## src/rtl/mips_pkg.sv

```systemverilog
// Shared encodings for the multicycle MIPS control path.
// Define MULTICYCLE_MEM_WAIT_EN to stall memory states on mem_ready.
package mips_pkg;

   localparam logic [5:0] OP_RTYPE = 6'b000000;
   localparam logic [5:0] OP_LW    = 6'b100011;
   localparam logic [5:0] OP_SW    = 6'b101011;
   localparam logic [5:0] OP_BEQ   = 6'b000100;
   localparam logic [5:0] OP_BNE   = 6'b000101;
   localparam logic [5:0] OP_ADDI  = 6'b001000;
   localparam logic [5:0] OP_ANDI  = 6'b001100;
   localparam logic [5:0] OP_ORI   = 6'b001101;
   localparam logic [5:0] OP_SLTI  = 6'b001010;
   localparam logic [5:0] OP_J     = 6'b000010;

   localparam logic [2:0] ALU_FUNCT = 3'b000;
   localparam logic [2:0] ALU_ADD   = 3'b001;
   localparam logic [2:0] ALU_SUB   = 3'b010;
   localparam logic [2:0] ALU_AND   = 3'b011;
   localparam logic [2:0] ALU_OR    = 3'b100;
   localparam logic [2:0] ALU_SLT   = 3'b101;

   localparam logic [1:0] SRCB_B      = 2'b00;
   localparam logic [1:0] SRCB_FOUR   = 2'b01;
   localparam logic [1:0] SRCB_IMM    = 2'b10;
   localparam logic [1:0] SRCB_IMM_SH = 2'b11;

   localparam logic [1:0] PCSRC_ALU    = 2'b00;
   localparam logic [1:0] PCSRC_ALUOUT = 2'b01;
   localparam logic [1:0] PCSRC_JUMP   = 2'b10;

`ifdef MULTICYCLE_MEM_WAIT_EN
   localparam bit MEM_WAIT_EN = 1'b1;
`else
   localparam bit MEM_WAIT_EN = 1'b0;
`endif

   typedef enum logic [3:0] {
      S_IDLE    = 4'd0,
      S_FETCH   = 4'd1,
      S_DECODE  = 4'd2,
      S_MEM_ADR = 4'd3,
      S_MEM_RD  = 4'd4,
      S_MEM_WB  = 4'd5,
      S_MEM_WR  = 4'd6,
      S_R_EXEC  = 4'd7,
      S_R_WB    = 4'd8,
      S_I_EXEC  = 4'd9,
      S_I_WB    = 4'd10,
      S_BRANCH  = 4'd11,
      S_JUMP    = 4'd12
   } state_t;

   typedef struct packed {
      logic       pc_write;
      logic       pc_write_cond;
      logic       branch_ne;
      logic       i_or_d;
      logic       mem_read;
      logic       mem_write;
      logic       ir_write;
      logic       mem_to_reg;
      logic       reg_dst;
      logic       reg_write;
      logic       alu_src_a;
      logic [1:0] alu_src_b;
      logic [1:0] pc_source;
      logic [2:0] alu_op;
      logic       illegal_op;
   } ctrl_t;

   function automatic logic [2:0] i_alu_op(input logic [5:0] op);
      case (op)
         OP_ANDI: return ALU_AND;
         OP_ORI:  return ALU_OR;
         OP_SLTI: return ALU_SLT;
         default: return ALU_ADD;
      endcase
   endfunction

   function automatic logic is_legal(input logic [5:0] op);
      case (op)
         OP_RTYPE, OP_LW, OP_SW, OP_BEQ, OP_BNE,
         OP_ADDI, OP_ANDI, OP_ORI, OP_SLTI, OP_J: return 1'b1;
         default: return 1'b0;
      endcase
   endfunction

endpackage

```

## src/rtl/multicycle_main_control_if.sv

```systemverilog
// Control bundle between the main control FSM and the datapath.
// master = control FSM side, slave = datapath side.
interface multicycle_main_control_if;
   logic [5:0] opcode;
   logic       mem_ready;
   logic       pc_write;
   logic       pc_write_cond;
   logic       branch_ne;
   logic       i_or_d;
   logic       mem_read;
   logic       mem_write;
   logic       ir_write;
   logic       mem_to_reg;
   logic       reg_dst;
   logic       reg_write;
   logic       alu_src_a;
   logic [1:0] alu_src_b;
   logic [1:0] pc_source;
   logic [2:0] alu_op;
   logic       illegal_op;

   modport master (
      input  opcode, mem_ready,
      output pc_write, pc_write_cond, branch_ne, i_or_d,
      output mem_read, mem_write, ir_write, mem_to_reg,
      output reg_dst, reg_write, alu_src_a, alu_src_b,
      output pc_source, alu_op, illegal_op
   );

   modport slave (
      output opcode, mem_ready,
      input  pc_write, pc_write_cond, branch_ne, i_or_d,
      input  mem_read, mem_write, ir_write, mem_to_reg,
      input  reg_dst, reg_write, alu_src_a, alu_src_b,
      input  pc_source, alu_op, illegal_op
   );
endinterface

```

## src/rtl/main_ctrl_decode.sv

```systemverilog
// State (+ opcode, mem_ready) to control word decoder.
// Honours MULTICYCLE_MEM_WAIT_EN through mips_pkg::MEM_WAIT_EN.
module main_ctrl_decode
   import mips_pkg::*;
(
   input  state_t     state,
   input  logic [5:0] opcode,
   input  logic       mem_ready,
   output ctrl_t      ctrl
);

   logic mem_ok;
   assign mem_ok = !MEM_WAIT_EN || mem_ready;

   always_comb begin
      ctrl = '0;
      case (state)
         S_FETCH: begin
            // PC/IR only load once the fetch data is actually there
            ctrl.mem_read  = 1'b1;
            ctrl.ir_write  = mem_ok;
            ctrl.pc_write  = mem_ok;
            ctrl.alu_src_b = SRCB_FOUR;
            ctrl.alu_op    = ALU_ADD;
            ctrl.pc_source = PCSRC_ALU;
         end
         S_DECODE: begin
            ctrl.alu_src_b  = SRCB_IMM_SH;
            ctrl.alu_op     = ALU_ADD;
            ctrl.illegal_op = !is_legal(opcode);
         end
         S_MEM_ADR: begin
            ctrl.alu_src_a = 1'b1;
            ctrl.alu_src_b = SRCB_IMM;
            ctrl.alu_op    = ALU_ADD;
         end
         S_MEM_RD: begin
            ctrl.mem_read = 1'b1;
            ctrl.i_or_d   = 1'b1;
         end
         S_MEM_WB: begin
            ctrl.reg_write  = 1'b1;
            ctrl.mem_to_reg = 1'b1;
         end
         S_MEM_WR: begin
            ctrl.mem_write = 1'b1;
            ctrl.i_or_d    = 1'b1;
         end
         S_R_EXEC: begin
            ctrl.alu_src_a = 1'b1;
            ctrl.alu_src_b = SRCB_B;
            ctrl.alu_op    = ALU_FUNCT;
         end
         S_R_WB: begin
            ctrl.reg_write = 1'b1;
            ctrl.reg_dst   = 1'b1;
         end
         S_I_EXEC: begin
            ctrl.alu_src_a = 1'b1;
            ctrl.alu_src_b = SRCB_IMM;
            ctrl.alu_op    = i_alu_op(opcode);
         end
         S_I_WB: begin
            ctrl.reg_write = 1'b1;
         end
         S_BRANCH: begin
            ctrl.alu_src_a     = 1'b1;
            ctrl.alu_src_b     = SRCB_B;
            ctrl.alu_op        = ALU_SUB;
            ctrl.pc_write_cond = 1'b1;
            ctrl.pc_source     = PCSRC_ALUOUT;
            ctrl.branch_ne     = (opcode == OP_BNE);
         end
         S_JUMP: begin
            ctrl.pc_write  = 1'b1;
            ctrl.pc_source = PCSRC_JUMP;
         end
         default: ctrl = '0;
      endcase
   end

endmodule

```

## src/rtl/multicycle_main_control.sv

```systemverilog
// Main control FSM of the multicycle MIPS datapath.
// Define MULTICYCLE_MEM_WAIT_EN to hold memory states until mem_ready.
module multicycle_main_control
   import mips_pkg::*;
(
   input logic                       clk,
   input logic                       rst,
   multicycle_main_control_if.master bus
);

   state_t state;
   ctrl_t  ctrl;
   logic   mem_ok;

   assign mem_ok = !MEM_WAIT_EN || bus.mem_ready;

   main_ctrl_decode u_decode (
      .state     (state),
      .opcode    (bus.opcode),
      .mem_ready (bus.mem_ready),
      .ctrl      (ctrl)
   );

   always_ff @(posedge clk) begin
      if (rst) begin
         state <= S_IDLE;
      end else begin
         case (state)
            S_IDLE:    state <= S_FETCH;
            S_FETCH:   if (mem_ok) state <= S_DECODE;
            S_DECODE: begin
               case (bus.opcode)
                  OP_LW, OP_SW:   state <= S_MEM_ADR;
                  OP_RTYPE:       state <= S_R_EXEC;
                  OP_BEQ, OP_BNE: state <= S_BRANCH;
                  OP_ADDI, OP_ANDI,
                  OP_ORI, OP_SLTI: state <= S_I_EXEC;
                  OP_J:           state <= S_JUMP;
                  default:        state <= S_FETCH;
               endcase
            end
            S_MEM_ADR:
               state <= (bus.opcode == OP_SW) ? S_MEM_WR : S_MEM_RD;
            S_MEM_RD:  if (mem_ok) state <= S_MEM_WB;
            S_MEM_WR:  if (mem_ok) state <= S_FETCH;
            S_R_EXEC:  state <= S_R_WB;
            S_I_EXEC:  state <= S_I_WB;
            default:   state <= S_FETCH;
         endcase
      end
   end

   assign bus.pc_write      = ctrl.pc_write;
   assign bus.pc_write_cond = ctrl.pc_write_cond;
   assign bus.branch_ne     = ctrl.branch_ne;
   assign bus.i_or_d        = ctrl.i_or_d;
   assign bus.mem_read      = ctrl.mem_read;
   assign bus.mem_write     = ctrl.mem_write;
   assign bus.ir_write      = ctrl.ir_write;
   assign bus.mem_to_reg    = ctrl.mem_to_reg;
   assign bus.reg_dst       = ctrl.reg_dst;
   assign bus.reg_write     = ctrl.reg_write;
   assign bus.alu_src_a     = ctrl.alu_src_a;
   assign bus.alu_src_b     = ctrl.alu_src_b;
   assign bus.pc_source     = ctrl.pc_source;
   assign bus.alu_op        = ctrl.alu_op;
   assign bus.illegal_op    = ctrl.illegal_op;

endmodule
```

## src/flat_wrapper.sv

```systemverilog
// flat-port wrapper written by rule: the top's interface ports become plain ports
module multicycle_main_control_flat import mips_pkg::*;
  (clk, rst, bus_opcode, bus_mem_ready, bus_pc_write, bus_pc_write_cond, bus_branch_ne, bus_i_or_d, bus_mem_read, bus_mem_write, bus_ir_write, bus_mem_to_reg, bus_reg_dst, bus_reg_write, bus_alu_src_a, bus_alu_src_b, bus_pc_source, bus_alu_op, bus_illegal_op);
  multicycle_main_control_if bus_i ();
  input logic clk;
  input logic rst;
  input wire logic [$bits(bus_i.opcode)-1:0] bus_opcode;
  input wire logic [$bits(bus_i.mem_ready)-1:0] bus_mem_ready;
  output wire logic [$bits(bus_i.pc_write)-1:0] bus_pc_write;
  output wire logic [$bits(bus_i.pc_write_cond)-1:0] bus_pc_write_cond;
  output wire logic [$bits(bus_i.branch_ne)-1:0] bus_branch_ne;
  output wire logic [$bits(bus_i.i_or_d)-1:0] bus_i_or_d;
  output wire logic [$bits(bus_i.mem_read)-1:0] bus_mem_read;
  output wire logic [$bits(bus_i.mem_write)-1:0] bus_mem_write;
  output wire logic [$bits(bus_i.ir_write)-1:0] bus_ir_write;
  output wire logic [$bits(bus_i.mem_to_reg)-1:0] bus_mem_to_reg;
  output wire logic [$bits(bus_i.reg_dst)-1:0] bus_reg_dst;
  output wire logic [$bits(bus_i.reg_write)-1:0] bus_reg_write;
  output wire logic [$bits(bus_i.alu_src_a)-1:0] bus_alu_src_a;
  output wire logic [$bits(bus_i.alu_src_b)-1:0] bus_alu_src_b;
  output wire logic [$bits(bus_i.pc_source)-1:0] bus_pc_source;
  output wire logic [$bits(bus_i.alu_op)-1:0] bus_alu_op;
  output wire logic [$bits(bus_i.illegal_op)-1:0] bus_illegal_op;
  assign bus_i.opcode = bus_opcode;
  assign bus_i.mem_ready = bus_mem_ready;
  assign bus_pc_write = bus_i.pc_write;
  assign bus_pc_write_cond = bus_i.pc_write_cond;
  assign bus_branch_ne = bus_i.branch_ne;
  assign bus_i_or_d = bus_i.i_or_d;
  assign bus_mem_read = bus_i.mem_read;
  assign bus_mem_write = bus_i.mem_write;
  assign bus_ir_write = bus_i.ir_write;
  assign bus_mem_to_reg = bus_i.mem_to_reg;
  assign bus_reg_dst = bus_i.reg_dst;
  assign bus_reg_write = bus_i.reg_write;
  assign bus_alu_src_a = bus_i.alu_src_a;
  assign bus_alu_src_b = bus_i.alu_src_b;
  assign bus_pc_source = bus_i.pc_source;
  assign bus_alu_op = bus_i.alu_op;
  assign bus_illegal_op = bus_i.illegal_op;
  multicycle_main_control u_core (.clk(clk), .rst(rst), .bus(bus_i));
endmodule
```

## config.mk

```make
export PLATFORM = sky130hd
export DESIGN_NAME = multicycle_main_control_flat
export DESIGN_NICKNAME = d
export VERILOG_FILES = /design/src/rtl/mips_pkg.sv /design/src/rtl/multicycle_main_control_if.sv /design/src/rtl/main_ctrl_decode.sv /design/src/rtl/multicycle_main_control.sv /design/src/flat_wrapper.sv
export SDC_FILE = /design/constraint.sdc
export NUM_CORES = 1
export LEC_CHECK = 0
export ABC_AREA = 1
export CORE_MARGIN = 10
export CORE_UTILIZATION = 41
export CTS_BUF_LIST = sky130_fd_sc_hd__clkbuf_8
export CTS_CLUSTER_DIAMETER = 30
export DETAILED_ROUTE_END_ITERATION = 8
export PLACE_DENSITY = 0.83
export SLEW_MARGIN = 20
export SYNTH_ARGS = -nofsm -noshare
export SYNTH_HDL_FRONTEND = slang
export SYNTH_SLANG_ARGS = --single-unit
```

## constraint.sdc

```tcl
create_clock -name clk -period 1.26 [get_ports clk]
set_input_delay 0.189 -clock clk [delete_from_list [all_inputs] [get_ports clk]]
set_output_delay 0.189 -clock clk [all_outputs]
set_load 0.02 [all_outputs]
```

==> results of run 1 <==
synthesized netlist by cell type:
library cell / n / area, um^2
nand3_2: 1 / 10.0
a21oi_2: 2 / 17.5
or2_1: 1 / 6.26
o31ai_1: 1 / 7.51
a21oi_1: 3 / 15.0
nor2_1: 8 / 30.0
nand2_4: 1 / 11.3
nor4_2: 1 / 12.5
nand3_1: 6 / 30.0
nor3_1: 3 / 15.0
inv_1: 10 / 37.5
o22ai_1: 1 / 6.26
dfxtp_1: 4 / 80.1
nand4_1: 3 / 18.8
o21ai_2: 1 / 8.76
buf_4: 1 / 7.51
nand2_1: 13 / 48.8
nor2_4: 2 / 22.5
inv_2: 10 / 37.5
clkinv_2: 1 / 5.00
a31oi_1: 1 / 6.26
nor3_2: 1 / 10.0
nand2_2: 6 / 37.5
o21ai_0: 3 / 15.0
nor2_2: 9 / 56.3
buf_6: 1 / 11.3
cell families after synthesis:
family          synth area share
simple gates               0.548
buf+inv                    0.175
flops                      0.142
compound gates             0.135
what timing repair did:
| item | 4_1_cts |
|---|---|
| setup endpoints to repair | 23 |
| setup buffers | 8 |
| resized for setup | 146 |
| cloned | 0 |
| pin swaps | 13 |
| hold endpoints to repair | 0 |
stage by stage:
step	cells	util	TNS [ps]	instance area, um^2	setup WS, ps
4_1_cts	172	0.951	-2280	1240	-211
3_5_place_dp	161	0.820	-11170	1070	-858
3_3_place_gp	161	0.820	-10210	1070	-801
2_1_floorplan	94	-	-256	597	-100
==> impl_metrics.toml, run 1 <==
[clock_tree]
cts-htree-levels = 1
cts.path.max_buffers = 2
cts_hold_buf = 0
cts.sinks = 4
cts-root-buf = "clkbuf_8"
cts_made_buffers = 3

[status]
haltStage = "global routing (5_1_grt)"
error = "[ERROR DPL-0038] Utilization greater than 100%, impossible to legalize"
status = "aborted with a tool error"

[floorplanning]
die_h_um = 57.1
io_pins = 28
die_width_um = 57.1
start_util = 0.434
row_count = 13

[sta]
grt-worst-endpoint = "bus_illegal_op"
worstEndpointType = "primary output"

[synthesis]
syn_area_um2 = 564
seq_area_frac_synth = 0.142
ys_types = 26
postSynthAreaPerCell_um2 = 6.00
postSynthCellCount = 94
ys_warn_count = 0
synthesis.nets = 103
ys_ff_latch = 4

[place]
hpwl_um = 1900
gp_congestion = 0.799
portBuffers = 26

[grt]
grt_max_degree = 8
==> run 2, diff against run 1 <==
--- a/config.mk
+++ b/config.mk
@@ -6,12 +6,10 @@
 export NUM_CORES = 1
 export LEC_CHECK = 0
 export ABC_AREA = 1
-export CORE_MARGIN = 10
-export CORE_UTILIZATION = 41
-export CTS_BUF_LIST = sky130_fd_sc_hd__clkbuf_8
-export CTS_CLUSTER_DIAMETER = 30
+export CORE_AREA = 10 10 71 73
 export DETAILED_ROUTE_END_ITERATION = 8
-export PLACE_DENSITY = 0.83
+export DIE_AREA = 0 0 81 83
+export PLACE_DENSITY_LB_ADDON = 0.15
 export SLEW_MARGIN = 20
 export SYNTH_ARGS = -nofsm -noshare
 export SYNTH_HDL_FRONTEND = slang
==> run 2 against run 1 <==
The flow now finishes, with violations (negative setup slack). Synthesized area did not move. Synthesized cell count unchanged.
==> impl_metrics.toml, run 2 <==
[synthesis]
ys_types = 26
synth_area_leaders = "dfxtp_1, nor2_2, nand2_1, inv_1, inv_2"
yosys_most_used_dff = "dfxtp_1"
yosysMostFrequentCell = "nand2_1"
postSynthCellCount = 94
ys_ff_latch = 4
synth-edff-count = 0
synth_async_sr_flop_share = 0
synth_commonest_cells = "nand2_1, inv_1, inv_2"
yosysTopAreaCellShare = 0.142
seq_area_frac_synth = 0.142
synth.largest_area_cell = "dfxtp_1"
ys_warn_count = 0
postSynthAreaPerCell_um2 = 6.00
synthesis.nets = 103
syn_area_um2 = 564

[worst_setup_path]
r2r-start = "u_core.state[3]"
cp_max_fo = 3
reg2reg_slack_ps = -90
cp.arrival_ps = 1240
end_kind = "output pin"
reg2reg_to = "u_core.state[0]"
start_kind = "flop"
critPathRequiredTime_ps = 1070
worst-r2r-cell-count = 9
worstSetupStartpoint = "u_core.state[3]"
path_class = "flop to output pin"

[grt]
antenna_found_initial = 0
grtUsageTotal = 0.0662
gr-total-overflow = 0
grt_max_degree = 8
first_global_vias = 823
grt_pass1_wl_um = 3730

[floorplanning]
die_width_um = 81
start_util = 0.155
io_pins = 28
row_count = 22
core_um2 = 3630
die_h_um = 83
dieArea_um2 = 6720

[final_layout]
seqCellArea_um2 = 95.1
largest_register_ffs = 4
drive_gt1_frac = 0.778
fin_nets = 169
final_area_um2 = 1400
top_regs = "u_core.state (4)"
fill_cells = 395
largest-register = "u_core.state"
final_cell_mix = "buf_4, buf_6, inv_2"
area_growth_pct = 147
final_common_cell = "buf_4"
insertedDiodeCount = 0
multi_input_area_um2 = 556

[place]
portBuffers = 26
gp_congestion = 0.799
pre_cts_ws_ps = -854
hpwl_um = 1790
dpl_cell_area_um2 = 1130

[status]
violations = "negative setup slack"
status = "complete, but fails checks"

[sta]
hold_viol = 0
setup_viol = 20
fin_skew_ps = 1.19
tightest_slew_ps = 207
fin_crit_sh = 1.14
grt_setup_unrepaired = "yes"
relSlewSlack = 0.861
post-route-worst-setup-slack_ps = -171
final_max_slew_viol_count = 0
min_period_ps = 1430
fmax_ghz = 0.699

[clock_tree]
cts-htree-levels = 1
cts_hold_buf = 0
cts_made_buffers = 3
cts_tree = "done"
clk_latency_ps = 210
cts.path.max_buffers = 2
clk_pin_slew_ps = 30
cts-root-buf = "clkbuf_8"
cts.sinks = 4

[power]
p_leak_nw = 0.661
power.density_nw_per_um2 = 1110
vdd.ir_drop.worst_mv = 0.692

[drt]
first_pass_iters = 4
wirelength_um = 2240
drc = 0
first_iter_violations = 8
num_vias = 786
drtAntennaViolNets = 0
wl_per_cell_um = 10.9
vias_per_cell = 3.82

[hold_path]
hold_path_end = "u_core.state[1]"
hp-class = "input port to flop"
min_delay_path_depth = 2
hp-start = "rst"

[flow_run]
maxCapViolations = 0
## run 2: cell counts after synthesis
No cell type changed its count.
## run 2: worst max path at each step
stage | end | slack, ps
finish | bus_alu_op[1] | -170
detailed placement | bus_illegal_op | -850
global placement | bus_illegal_op | -860
floorplan | bus_pc_write | -100
CTS | bus_alu_op[1] | -190
global route | bus_branch_ne | -240
## run 2: repair_timing
item	in CTS	in global routing
gates cloned	0	0
gates resized for setup	138	36
setup endpoints to repair	23	22
buffers inserted	3	3
pin swaps	7	9
## run 2: power breakdown
| part | switching (mW) | internal [mW] |
|---|---|---|
| logic | 0.541 | 0.538 |
| clock network | 0.0591 | 0.203 |
| registers | 0.0520 | 0.157 |
## run 2: cells by family (layout without fill, tap and decap cells)
kind of cell | Yosys count | after routing | synth area share
buf+inv | 23 | 87 | 0.175
simple gates | 55 | 55 | 0.548
compound gates | 12 | 12 | 0.135
flops | 4 | 4 | 0.142
## run 2: routing by layer
metal	vias to the layer above	GRT usage	wire length, um	share of wire
li1	427	-	-	-
met1	340	0.0776	916	0.41
met2	17	0.105	1140	0.51
met3	2	0.0194	166	0.074
met4	0	0.0329	21	0.0094
met5	-	0	0	0
## run 2: worst max-delay path, stage by stage (launching register included)
cell and delay, ps:
dfxtp_4 360, inv_2 50, nor2_4 110, nand2_1 110
o31ai_2 230, buf_4 180
## run 2: metrics by stage
step | utilization | setup TNS (ps) | hold slack, ps | power, mW | std cells
3_5_place_dp | 0.311 | -10540 | 743 | 0.996 | 197
5_1_grt | 0.384 | -3500 | 621 | 1.66 | 206
3_3_place_gp | 0.311 | -10440 | 766 | 0.995 | 197
2_1_floorplan | - | -256 | 251 | 0.585 | 94
6_report | 0.384 | -2070 | 610 | 1.55 | 206
4_1_cts | 0.342 | -2080 | 607 | 1.40 | 203
## run 2: cell type report
type,instances,share of cell area
clock buffer,3,0.0296
inverter,21,0.0637
multi-input combinational,67,0.398
sequential,4,0.0682
tap,48,0.0430
timing repair buffer,63,0.397
(Power assumes the default switching activity.)
